===== config.mk =====
export PLATFORM = sky130hd
export DESIGN_NAME = dram_write_packer
export DESIGN_NICKNAME = d
export VERILOG_FILES = /design/src/rtl/dram_write_packer_pkg.sv /design/src/rtl/packer_fifo.sv /design/src/rtl/dram_write_packer.sv
export SDC_FILE = /design/constraint.sdc
export NUM_CORES = 1
export LEC_CHECK = 0
export ABC_AREA = 1
export ABC_CLOCK_PERIOD_IN_PS = 24200
export BUFFER_PORTS_ARGS = -buffer_cell sky130_fd_sc_hd__buf_2
export CAP_MARGIN = 30
export CORE_MARGIN = 4
export CORE_UTILIZATION = 65
export CTS_BUF_LIST = sky130_fd_sc_hd__clkbuf_8 sky130_fd_sc_hd__clkbuf_16
export DETAILED_ROUTE_END_ITERATION = 7
export MAX_ROUTING_LAYER = met4
export PLACE_DENSITY_LB_ADDON = 0.3
export RECOVER_POWER = 25
export SLEW_MARGIN = 25
export SYNTH_ARGS = -nofsm -noshare
export SYNTH_HDL_FRONTEND = slang
export SYNTH_SLANG_ARGS = --single-unit

===== constraint.sdc =====
create_clock -name clk -period 24.2 [get_ports clk]
set_input_delay 3.63 -clock clk [delete_from_list [all_inputs] [get_ports clk]]
set_output_delay 3.63 -clock clk [all_outputs]
set_load 0.03 [all_outputs]

===== src/rtl/dram_write_packer_pkg.sv =====
// Shared video package for the DRAM write packer.
// Holds the pixel width, the packer FSM states and a word-width helper.
package dram_write_packer_pkg;

    localparam int PIXEL_WIDTH = 16;

    typedef enum logic [1:0] {
        SYNC = 2'd0,
        PACK = 2'd1,
        DROP = 2'd2
    } packer_state_t;

    function automatic int word_width(input int dw, input int ppw);
        return dw * ppw;
    endfunction

endpackage


===== src/rtl/packer_fifo.sv =====
// First-word-fall-through FIFO with a registered head output.
// Ports: clk, rst_n, push/din (write), pop (read), full, empty, head.
module packer_fifo #(
    parameter int WIDTH = 129,
    parameter int DEPTH = 4
) (
    input  logic             clk,
    input  logic             rst_n,
    input  logic             push,
    input  logic [WIDTH-1:0] din,
    input  logic             pop,
    output logic             full,
    output logic             empty,
    output logic [WIDTH-1:0] head
);

    localparam int AW = $clog2(DEPTH);

    logic [WIDTH-1:0] mem [DEPTH];
    logic [AW:0]      wptr_q;
    logic [AW:0]      rptr_q;
    logic [AW:0]      rptr_d;
    logic             do_push;
    logic             do_pop;

    assign empty   = (wptr_q == rptr_q);
    assign full    = (wptr_q[AW] != rptr_q[AW]) &&
                     (wptr_q[AW-1:0] == rptr_q[AW-1:0]);
    assign do_pop  = pop && !empty;
    assign do_push = push && (!full || do_pop);
    assign rptr_d  = rptr_q + {{AW{1'b0}}, do_pop};

    always_ff @(posedge clk) begin
        if (do_push) begin
            mem[wptr_q[AW-1:0]] <= din;
        end
    end

    // Head tracks the entry at the post-pop read pointer; a word
    // written into that slot this edge bypasses the memory. When
    // nothing is left the head keeps its last value.
    always_ff @(posedge clk or negedge rst_n) begin
        if (!rst_n) begin
            wptr_q <= '0;
            rptr_q <= '0;
            head   <= '0;
        end else begin
            wptr_q <= wptr_q + {{AW{1'b0}}, do_push};
            rptr_q <= rptr_d;
            if (do_push && (rptr_d == wptr_q)) begin
                head <= din;
            end else if (rptr_d != wptr_q) begin
                head <= mem[rptr_d[AW-1:0]];
            end
        end
    end

endmodule


===== src/rtl/dram_write_packer.sv =====
// Packs 16-bit pixels into wide DRAM words, buffers them in a small
// FIFO and streams them out; drops and resyncs a frame on overflow.
// Ports: clk, rst_n; pixel in write_valid/write_data/write_last;
// word out word_tvalid/word_tready/word_tdata/word_tlast;
// status overflow (sticky), frame_done (pulse).
// Optional DRAM_WRITE_PACKER_STATS_EN adds dropped_words and
// frames_written counters.
module dram_write_packer
    import dram_write_packer_pkg::*;
#(
    parameter int DATA_WIDTH      = PIXEL_WIDTH,
    parameter int PIXELS_PER_WORD = 8,
    parameter int FIFO_DEPTH      = 4
) (
    input  logic                                  clk,
    input  logic                                  rst_n,
    input  logic                                  write_valid,
    input  logic [DATA_WIDTH-1:0]                 write_data,
    input  logic                                  write_last,
    output logic                                  word_tvalid,
    input  logic                                  word_tready,
    output logic [DATA_WIDTH*PIXELS_PER_WORD-1:0] word_tdata,
    output logic                                  word_tlast,
    output logic                                  overflow,
    output logic                                  frame_done
`ifdef DRAM_WRITE_PACKER_STATS_EN
    ,
    output logic [15:0]                           dropped_words,
    output logic [15:0]                           frames_written
`endif
);

    localparam int WW = word_width(DATA_WIDTH, PIXELS_PER_WORD);
    localparam int IW = $clog2(PIXELS_PER_WORD);
    localparam logic [IW-1:0] IDX_LAST = IW'(PIXELS_PER_WORD - 1);

    packer_state_t state_q;
    packer_state_t state_d;
    logic [IW-1:0] idx_q;
    logic [WW-1:0] pack_q;
    logic [WW-1:0] word_d;
    logic [WW:0]   head;
    logic          take;
    logic          word_end;
    logic          pop;
    logic          full;
    logic          empty;
    logic          drop;
    logic          fifo_push;
    logic          overflow_q;
    logic          frame_done_q;

    always_ff @(posedge clk or negedge rst_n) begin
        if (!rst_n) begin
            state_q <= SYNC;
        end else begin
            state_q <= state_d;
        end
    end

    // A dropped word that carried tlast already ends the frame, so
    // packing can resume immediately instead of waiting in DROP.
    always_comb begin
        state_d = state_q;
        unique case (1'b1)
            (state_q == SYNC),
            (state_q == DROP): begin
                if (write_valid && write_last) state_d = PACK;
            end
            (state_q == PACK): begin
                if (drop && !write_last) state_d = DROP;
            end
            default: state_d = SYNC;
        endcase
    end

    always_comb begin
        take = 1'b0;
        unique case (1'b1)
            (state_q == PACK): take = write_valid;
            default:           take = 1'b0;
        endcase
        word_end  = take && ((idx_q == IDX_LAST) || write_last);
        pop       = word_tvalid && word_tready;
        drop      = word_end && full && !pop;
        fifo_push = word_end && !drop;
    end

    // Slots above idx are always zero, so a short final word
    // comes out zero-padded without extra masking.
    always_comb begin
        word_d = pack_q;
        for (int k = 0; k < PIXELS_PER_WORD; k++) begin
            if (k == int'(idx_q)) begin
                word_d[k*DATA_WIDTH +: DATA_WIDTH] = write_data;
            end
        end
    end

    always_ff @(posedge clk or negedge rst_n) begin
        if (!rst_n) begin
            idx_q  <= '0;
            pack_q <= '0;
        end else if (word_end || (state_q != PACK)) begin
            idx_q  <= '0;
            pack_q <= '0;
        end else if (take) begin
            idx_q  <= idx_q + 1'b1;
            pack_q <= word_d;
        end
    end

    packer_fifo #(
        .WIDTH (WW + 1),
        .DEPTH (FIFO_DEPTH)
    ) u_fifo (
        .clk   (clk),
        .rst_n (rst_n),
        .push  (fifo_push),
        .din   ({write_last, word_d}),
        .pop   (pop),
        .full  (full),
        .empty (empty),
        .head  (head)
    );

    assign word_tvalid = !empty;
    assign word_tdata  = head[WW-1:0];
    assign word_tlast  = head[WW];

    always_ff @(posedge clk or negedge rst_n) begin
        if (!rst_n) begin
            overflow_q   <= 1'b0;
            frame_done_q <= 1'b0;
        end else begin
            overflow_q   <= overflow_q | drop;
            frame_done_q <= pop && word_tlast;
        end
    end

    assign overflow   = overflow_q;
    assign frame_done = frame_done_q;

`ifdef DRAM_WRITE_PACKER_STATS_EN
    logic [15:0] dropped_q;
    logic [15:0] frames_q;

    always_ff @(posedge clk or negedge rst_n) begin
        if (!rst_n) begin
            dropped_q <= '0;
            frames_q  <= '0;
        end else begin
            if (drop && (dropped_q != 16'hFFFF)) begin
                dropped_q <= dropped_q + 16'd1;
            end
            if (pop && word_tlast) begin
                frames_q <= frames_q + 16'd1;
            end
        end
    end

    assign dropped_words  = dropped_q;
    assign frames_written = frames_q;
`endif

endmodule

==> results_dict.tcl <==
set metrics [dict create \
    cts_buffers 78 \
    required_ns 24.01 \
    core_um2 49200 \
    synth_compound_area_share_pct 8.52 \
    cts_setup_buffers 0 \
    grt_first_pass_wirelength_mm 138 \
    cp_cell_sequence "clkbuf_1 -> clkbuf_1" \
    finalHoldViolCount 0 \
    wirelength_mm 89.4 \
    path_clk_slew_ns 0.06 \
    synth-seq-cells 786 \
    globalplace.congestion 0.787 \
    cts_root_buffer "clkbuf_16" \
    cts_resized 0 \
    fin_skew_ns 0.0145 \
    io_pins 153 \
    hp-class "reg2reg" \
    start_util_pct 66.0 \
    worstSetupStartpointType "input pin" \
    grt_overflow_total 0 \
    die_x_um 231 \
    fin_nets 2997 \
    synthMuxAreaShare_pct 0 \
    numClockSinks 786 \
    intPower_uw 3160 \
    cp_max_fo 70 \
    critPathBufInv 2 \
    drive_gt1_share_pct 10.5 \
    num_vias 24900 \
    path_delay_family "buffers and inverters" \
    power_uw 5590 \
    place_area_um2 33400 \
    ys_warn_count 0 \
    ir_worst_vdd_uv 131 \
    grt_util_all_layers_pct 34.0 \
    fin_crit_sh_pct 39.7 \
    tns_ns 0 \
    clk_latency_ns 0.61 \
    cts_hold_repair.buffers 0 \
    crit_path_end_kind "async pin" \
    worstSetupPathType "in2async" \
    grt_max_degree 233 \
    cp_slowest_cell "clkbuf_1" \
    synth_cell_types 26 \
    fin_crit_ns 9.60 \
    synth_simple_gate_area_share_pct 18.5 \
    slew_headroom_pct -168 \
    place_ws_ns 15.28 \
    row_count 81 \
    antenna_found_initial 4 \
    p_comb_share_pct 44.4 \
    avgSynthCellArea_um2 11.0 \
    slew_viol_final 267 \
    io_buffers 152 \
    synthXorXnorAreaFrac_pct 0.104 \
    p_per_area_nw_per_um2 155 \
    htreeDepth 3 \
    syn_inst 2944 \
    failed_checks "max-capacitance violations, max-slew violations" \
    synth_top_family_by_area "simple AND/OR/NAND/NOR gates" \
    stdcell_area_um2 35900 \
    hold_depth 1 \
    tightestPinTransition_ns 4.01 \
    p_seq_share_pct 34.8 \
    leakagePower_uw 0.0142 \
    synth_fa_ha_area_share_pct 0.386 \
    ff2ff_path_depth 16 \
    netSwitchingFraction_pct 43.5 \
    cp.depth 2 \
    wl_per_cell_um 24.2 \
    clockBufferDepth 3 \
    drc 0 \
    worst_ep_arrival_time_ns 9.41 \
    worst-r2r-setup-slack_ns 17.77 \
    clkPwrFrac_pct 20.8 \
    ys_seq_area_share_pct 68.6 \
    antenna_left 0 \
    p_sw_uw 2430 \
    finalSetupViolCount 0 \
    maxCapViolations 4 \
    drtIter0Drc 3961 \
    setup_slack_ns 14.60 \
    dp_hpwl_mm 44.8 \
    status "finished, violations left" \
    syn_to_final_growth_pct 10.8 \
    rsz0062_at_grt "no" \
    path_common_cell "clkbuf_1" \
    dr.pass1.iters 6 \
    fmax_mhz 104 \
    synthesis.nets 2975 \
    grt_pass1_vias 24700 \
    die_area_um2 53600 \
    cpPeakStageDelay_ns 2.88 \
    synthesis.area_um2 32400 \
    viasPerCell 6.73 \
    cts_tree "built" \
    die_y_um 231 \
]
kinds of logic (layout without fill, tap and decap cells):
| kind of cell | count (synthesis) | count (layout) |
|---|---|---|
| AND/OR/NAND/NOR | 1337 | 1337 |
| flip-flops | 786 | 786 |
| AO/OA/AOI/OAI | 520 | 520 |
| buffers and inverters | 288 | 371 |
| adder cells (fa/ha/maj) | 10 | 10 |
| XOR/XNOR | 3 | 3 |
| other | 0 | 6 |
per-layer routing:
layer / vias to the layer above / part of all wire, % / global-route usage (%)
li1: 10700 / - / -
met1: 12100 / 36 / 43.1
met2: 1835 / 48 / 53.4
met3: 275 / 11 / 6.64
met4: 0 / 4.6 / 16.9
met5: - / 0 / -
power by group through the flow:
stage / sequential [µW] / clock [µW] / combinational (µW)
2_1_floorplan: 2170 / 0 / 1560
3_3_place_gp: 1960 / 0 / 2310
3_5_place_dp: 1960 / 0 / 2400
4_1_cts: 1940 / 1170 / 2420
5_1_grt: 1960 / 1220 / 2710
6_report: 1950 / 1160 / 2480
cells in the final DEF, fill, tap and decap left out, types with 32 or more instances in the layout:
master       n
a21oi_1     32
clkbuf_16   81
dfrtp_1    270
nor2_1     295
nand4_1    129
buf_2      148
nand2_1    383
o22ai_1    130
edfxtp_1   516
o21ai_0    358
inv_1       52
nand3_1    519
Yosys cell counts:
cell type / number / area share, %
o22ai_1: 130 / 2.5
a21oi_1: 32 / 0.49
nor3_1: 4 / 0.062
inv_1: 33 / 0.38
nor2_4: 1 / 0.035
inv_2: 4 / 0.046
o21ai_0: 358 / 5.5
buf_6: 4 / 0.14
nor3_2: 1 / 0.031
xor2_1: 1 / 0.027
nor2_2: 1 / 0.019
clkbuf_1: 158 / 1.8
nand2_2: 1 / 0.019
edfxtp_1: 516 / 48
xnor2_2: 1 / 0.050
buf_2: 59 / 0.91
or2_2: 1 / 0.019
buf_4: 19 / 0.44
nand2_1: 384 / 4.4
dfrtp_1: 270 / 21
xnor2_1: 1 / 0.027
nand4_1: 129 / 2.5
ha_1: 10 / 0.39
buf_1: 11 / 0.13
nand3_1: 519 / 8.0
nor2_1: 296 / 3.4
final cells by class:
class                           instances  area, µm²
Antenna cell                            6       15.0
Inverter                               37        153
Clock buffer                           94       2210
Sequential cell                       786      22300
Timing Repair Buffer                  193       1250
Tap cell                              664        831
Multi-Input combinational cell       1870       8990
Clock inverter                         47        256
Fill cell                            3199      13200
path summary, 6_finish.rpt:
kind / start / endpoint
worst max register to register: u_fifo.wptr_q[1] / u_fifo.head[128]
worst min-delay path: overflow / overflow
worst max-delay path: rst_n / u_fifo.head[88]
min in group asynchronous: rst_n / pack_q[123]
max in group clk: word_tready / u_fifo.head[128]
worst min register to register: overflow / overflow
flip-flops by register name, indices dropped and copies added (netlist names):
| register | cells |
|---|---|
| frame_done | 1 |
| idx_q | 3 |
| overflow | 1 |
| pack_q | 128 |
| state_q | 2 |
| u_fifo.head | 129 |
| u_fifo.mem | 516 |
| u_fifo.rptr_q | 3 |
| u_fifo.wptr_q | 3 |
through the flow:
stage          util [%]  hold slack, ns  std cells
4_1_cts            72.9           0.514       3682
6_report           73.1           0.508       3697
3_3_place_gp       67.7           0.478       3537
2_1_floorplan         -           0.479       2944
5_1_grt            73.1           0.529       3695
3_5_place_dp       67.9           0.496       3541
Power figures use the tool's default switching activity.
